===== src/rtl/rename_pkg.sv =====
// Shared rename-stage constants, tag/count types and the freelist rebuild state encoding.
package rename_pkg;

    localparam int ARCH_REGS = 32;
    localparam int PHY_REGS  = 64;
    localparam int PHY_WIDTH = 6;
    localparam int FREE_REG  = PHY_REGS - ARCH_REGS;
    localparam int CNT_WIDTH = PHY_WIDTH + 1;

    typedef logic [PHY_WIDTH-1:0] phy_tag_t;
    typedef logic [CNT_WIDTH-1:0] cnt_t;

    typedef enum logic [1:0] {
        IDLE  = 2'd0,
        CLEAR = 2'd1,
        WALK  = 2'd2
    } fl_state_e;

    // Architectural registers start out mapped one-to-one onto the low physical tags.
    localparam logic [PHY_REGS-1:0] LIVE_RESET = {{(PHY_REGS-ARCH_REGS){1'b0}}, {ARCH_REGS{1'b1}}};

    function automatic logic [1:0] popcount2(input logic [1:0] v);
        return {1'b0, v[0]} + {1'b0, v[1]};
    endfunction

endpackage


===== src/rtl/freelist_rebuild_walker.sv =====
// Flush-time rebuild sequencer: clears the freelist, then scans every physical tag
// and re-pushes the ones that are not committed-live.
module freelist_rebuild_walker
    import rename_pkg::*;
(
    input  logic                clk,
    input  logic                rst,
    input  logic                flush,
    input  logic [PHY_REGS-1:0] live,
    output fl_state_e           state,
    output logic                fl_clear,
    output logic                walk_push_valid,
    output phy_tag_t            walk_push_phy
);

    fl_state_e state_r;
    fl_state_e state_next_s;
    phy_tag_t  idx_r;
    phy_tag_t  idx_next_s;

    // State and scan-index registers.
    always_ff @(posedge clk) begin
        if (rst) begin
            state_r <= IDLE;
            idx_r   <= phy_tag_t'(0);
        end else begin
            state_r <= state_next_s;
            idx_r   <= idx_next_s;
        end
    end

    // Next-state, index advance and push generation; a flush during rebuild restarts it
    // and drops the current scan push since the freelist is about to be cleared.
    always_comb begin
        state_next_s    = state_r;
        idx_next_s      = idx_r;
        fl_clear        = 1'b0;
        walk_push_valid = 1'b0;
        walk_push_phy   = phy_tag_t'(0);
        case (state_r)
            IDLE: begin
                if (flush) begin
                    state_next_s = CLEAR;
                end else begin
                    state_next_s = IDLE;
                end
            end
            CLEAR: begin
                fl_clear   = 1'b1;
                idx_next_s = phy_tag_t'(0);
                if (flush) begin
                    state_next_s = CLEAR;
                end else begin
                    state_next_s = WALK;
                end
            end
            WALK: begin
                if (flush) begin
                    state_next_s = CLEAR;
                end else begin
                    if (!live[idx_r]) begin
                        walk_push_valid = 1'b1;
                        walk_push_phy   = idx_r;
                    end else begin
                        walk_push_valid = 1'b0;
                    end
                    idx_next_s = idx_r + phy_tag_t'(1);
                    if (idx_r == phy_tag_t'(PHY_REGS-1)) begin
                        state_next_s = IDLE;
                    end else begin
                        state_next_s = WALK;
                    end
                end
            end
            default: begin
                state_next_s = IDLE;
            end
        endcase
    end

    assign state = state_r;

endmodule


===== src/rtl/freelist_alloc_ctrl.sv =====
// Rename-stage freelist controller: 2-wide all-or-nothing allocation, retire-driven
// frees, committed-live bitmap and flush rebuild via freelist_rebuild_walker.
module freelist_alloc_ctrl
    import rename_pkg::*;
(
    input  logic                 clk,
    input  logic                 rst,
    input  logic                 flush,
    input  logic [1:0]           rename_req,
    input  logic [PHY_WIDTH-1:0] fl_head_0,
    input  logic [PHY_WIDTH-1:0] fl_head_1,
    output logic [1:0]           rename_grant,
    output logic                 rename_stall,
    output logic [PHY_WIDTH-1:0] alloc_phy_0,
    output logic [PHY_WIDTH-1:0] alloc_phy_1,
    output logic [1:0]           fl_pop,
    input  logic                 retire_valid,
    input  logic [PHY_WIDTH-1:0] retire_phy_old,
    input  logic [PHY_WIDTH-1:0] retire_phy_new,
    output logic                 fl_push_valid,
    output logic [PHY_WIDTH-1:0] fl_push_phy,
    output logic                 fl_clear,
    output logic                 rebuild_busy,
    output logic [PHY_WIDTH:0]   num_free
);

    fl_state_e           state_s;
    logic                walk_push_valid_s;
    phy_tag_t            walk_push_phy_s;
    logic [PHY_REGS-1:0] live_r;
    logic [PHY_REGS-1:0] live_next_s;
    cnt_t                num_free_r;
    logic [1:0]          need_s;
    logic                grant_ok_s;
    logic                retire_push_s;
    logic                retire_upd_s;

    freelist_rebuild_walker u_walker (
        .clk             (clk),
        .rst             (rst),
        .flush           (flush),
        .live            (live_r),
        .state           (state_s),
        .fl_clear        (fl_clear),
        .walk_push_valid (walk_push_valid_s),
        .walk_push_phy   (walk_push_phy_s)
    );

    assign need_s     = popcount2(rename_req);
    assign grant_ok_s = (state_s == IDLE) && !flush && (cnt_t'(need_s) <= num_free_r);

    // Grant and tag steering; a single requesting slot always takes the head entry.
    always_comb begin
        rename_grant = 2'b00;
        fl_pop       = 2'b00;
        alloc_phy_0  = phy_tag_t'(0);
        alloc_phy_1  = phy_tag_t'(0);
        if (grant_ok_s) begin
            rename_grant = rename_req;
            fl_pop       = need_s;
            case (rename_req)
                2'b11: begin
                    alloc_phy_0 = fl_head_0;
                    alloc_phy_1 = fl_head_1;
                end
                2'b10:   alloc_phy_1 = fl_head_0;
                2'b01:   alloc_phy_0 = fl_head_0;
                default: alloc_phy_0 = phy_tag_t'(0);
            endcase
        end else begin
            rename_grant = 2'b00;
            fl_pop       = 2'b00;
        end
    end

    assign rename_stall = (rename_req != 2'b00) && (rename_grant == 2'b00);

    // Tag 0 is permanently live, so freeing it is dropped; the flush cycle's freelist gets cleared.
    assign retire_push_s = retire_valid && (state_s == IDLE) && !flush &&
                           (retire_phy_old != phy_tag_t'(0));
    assign retire_upd_s  = retire_valid && ((state_s == IDLE) || flush);

    // Freelist push mux: retire frees in IDLE, scan pushes during WALK, never both.
    always_comb begin
        fl_push_valid = retire_push_s | walk_push_valid_s;
        if (retire_push_s) begin
            fl_push_phy = retire_phy_old;
        end else begin
            fl_push_phy = walk_push_phy_s;
        end
    end

    // Live bitmap next value: free old mapping, then mark new one (new wins on alias).
    always_comb begin
        live_next_s = live_r;
        if (retire_upd_s) begin
            live_next_s[retire_phy_old] = 1'b0;
            live_next_s[retire_phy_new] = 1'b1;
        end else begin
            live_next_s = live_r;
        end
        live_next_s[0] = 1'b1;
    end

    // Live bitmap and free-count registers.
    always_ff @(posedge clk) begin
        if (rst) begin
            live_r     <= LIVE_RESET;
            num_free_r <= cnt_t'(FREE_REG);
        end else begin
            live_r <= live_next_s;
            if (state_s == CLEAR) begin
                num_free_r <= cnt_t'(0);
            end else begin
                num_free_r <= num_free_r - cnt_t'(fl_pop) + cnt_t'(fl_push_valid);
            end
        end
    end

    assign rebuild_busy = (state_s != IDLE);
    assign num_free     = num_free_r;

endmodule

===== config.mk =====
export PLATFORM = sky130hd
export DESIGN_NAME = freelist_alloc_ctrl
export DESIGN_NICKNAME = d
export VERILOG_FILES = /design/src/rtl/rename_pkg.sv /design/src/rtl/freelist_rebuild_walker.sv /design/src/rtl/freelist_alloc_ctrl.sv
export SDC_FILE = /design/constraint.sdc
export NUM_CORES = 1
export LEC_CHECK = 0
export CORE_MARGIN = 10
export CORE_UTILIZATION = 64
export CTS_CLUSTER_DIAMETER = 150
export DETAILED_ROUTE_END_ITERATION = 10
export DONT_BUFFER_PORTS = 1
export PLACE_DENSITY = 0.76
export SETUP_SLACK_MARGIN = 0.5
export SLEW_MARGIN = 20
export SYNTH_ARGS = -nofsm -noshare
export SYNTH_HDL_FRONTEND = slang
export SYNTH_SLANG_ARGS = --single-unit

===== constraint.sdc =====
create_clock -name clk -period 4.11 [get_ports clk]
set_clock_uncertainty 0.15 [all_clocks]
set_input_delay 0.6165 -clock clk [delete_from_list [all_inputs] [get_ports clk]]
set_output_delay 0.6165 -clock clk [all_outputs]
set_load 0.02 [all_outputs]

==> flow_summary.json <==
{
  "hold_violation_total_from_the_final_report": 0,
  "hold_buffers": 0,
  "io_pins": 63,
  "synth_cell_type_count": 57,
  "dieHeight_um": 105,
  "global_route.overflow_total": 0,
  "synth_enable_flop_cells": 0,
  "crit_path_max_fanout": 4,
  "synth_cells": 569,
  "synth_flop_cell": "sky130_fd_sc_hd__dfxtp_1",
  "dr.pass1.iters": 6,
  "n_antenna_cell": 0,
  "grt_first_pass_wirelength_um": 21200,
  "ant_nets": 0,
  "run_status": "finished clean",
  "finalWirelength_um": 13800,
  "synthesis.area_sq_mm": 0.00462,
  "layout_min_cycle_time_ps": 3450,
  "antenna_found_initial": 0,
  "drive_gt1_share_pct": 14.4,
  "fin_crit_sh_pct": 83.8,
  "htree_levels": 3,
  "clock_latency_late_sink_ps": 340,
  "ys_ff_latch": 78,
  "tritoncts": "yes",
  "syn2layout_area_growth_pct": 10.6,
  "synth_sequential_area_ratio_pct": 33.8,
  "pnr_worst_setup_slack_ps": 664,
  "worst-setup-path-type": "flip-flop to flip-flop",
  "longest_individual_stage_delay_on_the_worst_path_ps": 520,
  "detailroute.via_count": 4386,
  "gp_routability_congestion": 0.955,
  "detailedPlacementHpwl_um": 9540,
  "die_x_um": 105,
  "pin_slew_with_the_least_headroom_to_its_limit_ps": 1180,
  "postSynthNetCount": 619,
  "slew_headroom_pct": 20.5,
  "place_ws_ps": 275,
  "placeableCoreArea_sq_mm": 0.00691,
  "critPathRequiredTime_ps": 4190,
  "final-max-slew-violation-count": 0,
  "synth.most_common_cell": "sky130_fd_sc_hd__dfxtp_1",
  "first_global_vias": 4050,
  "setup_total_negative_slack_ps": 0,
  "cts.clk_slew.worst_paths_ps": 80,
  "timing.critical_path.from_type": "flip-flop",
  "detail_route.iter0.violations": 515,
  "cpMaxStageDelayCell": "sky130_fd_sc_hd__mux4_2",
  "critical_path.n_buffers_inverters": 3,
  "cts_root_buffer": "sky130_fd_sc_hd__clkbuf_8",
  "avgRoutedWirePerCell_um": 20.7,
  "yosys_warns": 0,
  "nFillCells": 573,
  "pin_count_of_the_biggest_net_entering_global_routing": 74,
  "detail_route.drc_violations": 0,
  "critPathTopFamily": "compound AO/OA/AOI/OAI gates",
  "synth_area_per_cell_sq_um": 8.12,
  "max_clock_freq_ghz": 0.290,
  "crit_arrival_ps": 3530,
  "max-clock-path-buffers": 2,
  "path_cells": "buf_4 -> clkbuf_16 -> mux4_2 -> o2111ai_1 -> o221a_2 -> o21a_4 -> nand2b_4 -> ha_4 -> inv_2 -> fa_2 -> nand2b_4 -> a21oi_4 -> o21ai_2 -> a21oi_2 -> or3_4 -> a21oi_2",
  "vdd_ir_drop_max_uv": 234,
  "hold_path.class": "input port to flip-flop",
  "setup_repair_after_global_routing_missed_its_margin": "false",
  "initial_core_utilization_pct": 66.9,
  "gr-usage-all-layers_pct": 23.5,
  "commonest_cells_post_synth": "sky130_fd_sc_hd__dfxtp_1 (78), sky130_fd_sc_hd__nand2_1 (71), sky130_fd_sc_hd__a21oi_1 (61)",
  "cts-buffers-inserted": 9,
  "post-synth-top-area-fraction_pct": 33.8,
  "floorplan.rows": 30,
  "nNetsFinal": 614,
  "cp-end-kind": "flip-flop",
  "power-per-cell-area_mw_per_mm2": 381,
  "report.final.setup_viol": 0,
  "io_buffers": 0,
  "multi_input_comb_area_sq_mm": 0.00291,
  "tritoncts_num_sinks": 78,
  "synth_area_leaders": "sky130_fd_sc_hd__dfxtp_1 (34%), sky130_fd_sc_hd__a21oi_1 (6.6%), sky130_fd_sc_hd__o21ai_0 (6.5%), sky130_fd_sc_hd__nand2_1 (5.8%), sky130_fd_sc_hd__ha_1 (5.1%)",
  "p_leak_nw": 1.76,
  "netlist.top_cell.by_area": "sky130_fd_sc_hd__dfxtp_1",
  "maxCapViolCount": 0,
  "fp.dieArea_sq_mm": 0.0110,
  "avgViaCountPerCell": 6.60,
  "synth-async-reset-ratio_pct": 0,
  "final-seq-area_sq_mm": 0.00157
}
[worst paths after layout]
kind	start	end	slack, ps	depth (start not counted)
worst min-delay path	flush	u_walker.state[1]$_SDFF_PP0_	180	1
worst min register to register	live_r[8]$_SDFFE_PP1P_	live_r[8]$_SDFFE_PP1P_	310	2
worst max-delay path	u_walker.idx_r[0]$_SDFFE_PP0P_	num_free[6]$_SDFF_PP0_	660	16
worst max register to register	u_walker.idx_r[0]$_SDFFE_PP0P_	num_free[6]$_SDFF_PP0_	660	16
[flip-flops by register name, summed over array words and instances, names as in the netlist]
signal / cells
u_walker.state: 2
num_free: 7
u_walker.idx_r: 6
live_r: 63
[layer usage]
layer | vias to the layer above | share of wire (%) | global-route usage, %
li1 | 2019 | - | -
met1 | 2068 | 38 | 28.2
met2 | 259 | 48 | 39.3
met3 | 40 | 12 | 7.06
met4 | 0 | 2.4 | 7.75
met5 | - | 0 | 0
[final cells by class]
cell class / count / share of cell area [%]
clock buffer: 11 / 2.57
clock inverter: 5 / 1.18
inverter: 22 / 2.06
multi-input combinational: 433 / 56.9
sequential: 78 / 30.7
tap: 96 / 2.35
timing repair buffer: 20 / 4.26
[cells in the final DEF (no fill, tap or decap), drive strengths merged, types with 9 or more instances in the layout]
master	n
a21oi	61
buf	18
clkbuf	12
dfxtp	78
ha	19
inv	22
nand2	71
nand2b	9
nand3	16
nand3b	19
nor2	44
nor3b	10
o21ai	65
[metrics by stage]
| stage | total power, mW | hold slack (ps) | area, sq um | cells | util (%) |
|---|---|---|---|---|---|
| after floorplan | 1.25 | 281 | 4720 | 569 | - |
| after global placement | 1.31 | 294 | 4740 | 639 | 68.7 |
| after detailed placement | 1.33 | 302 | 4740 | 639 | 68.7 |
| after CTS | 1.89 | 175 | 4970 | 656 | 72.0 |
| after global routing | 2.05 | 160 | 5110 | 665 | 74.0 |
| final | 1.94 | 183 | 5110 | 665 | 74.0 |
[what timing repair did]
item                                   4_1_cts  5_1_grt
buffers inserted                             0        8
pin swaps                                    0        7
gates resized for setup                      4        9
cloned                                       1        1
endpoints found under the hold margin        0        0
setup endpoints to repair                    1        1
[where the power goes]
group          internal [mW]  switching, mW
clock                  0.282          0.285
sequential             0.786         0.0645
combinational          0.231          0.296
total                   1.30          0.646
[cells by family after synthesis]
group           share of synthesized area (%)
xor+xnor                                0.569
fa+ha+maj                                5.58
compound gates                           23.7
simple gates                             23.1
buf+inv                                  5.69
flops                                    33.8
mux                                      7.58
(Power assumes the default switching activity.)
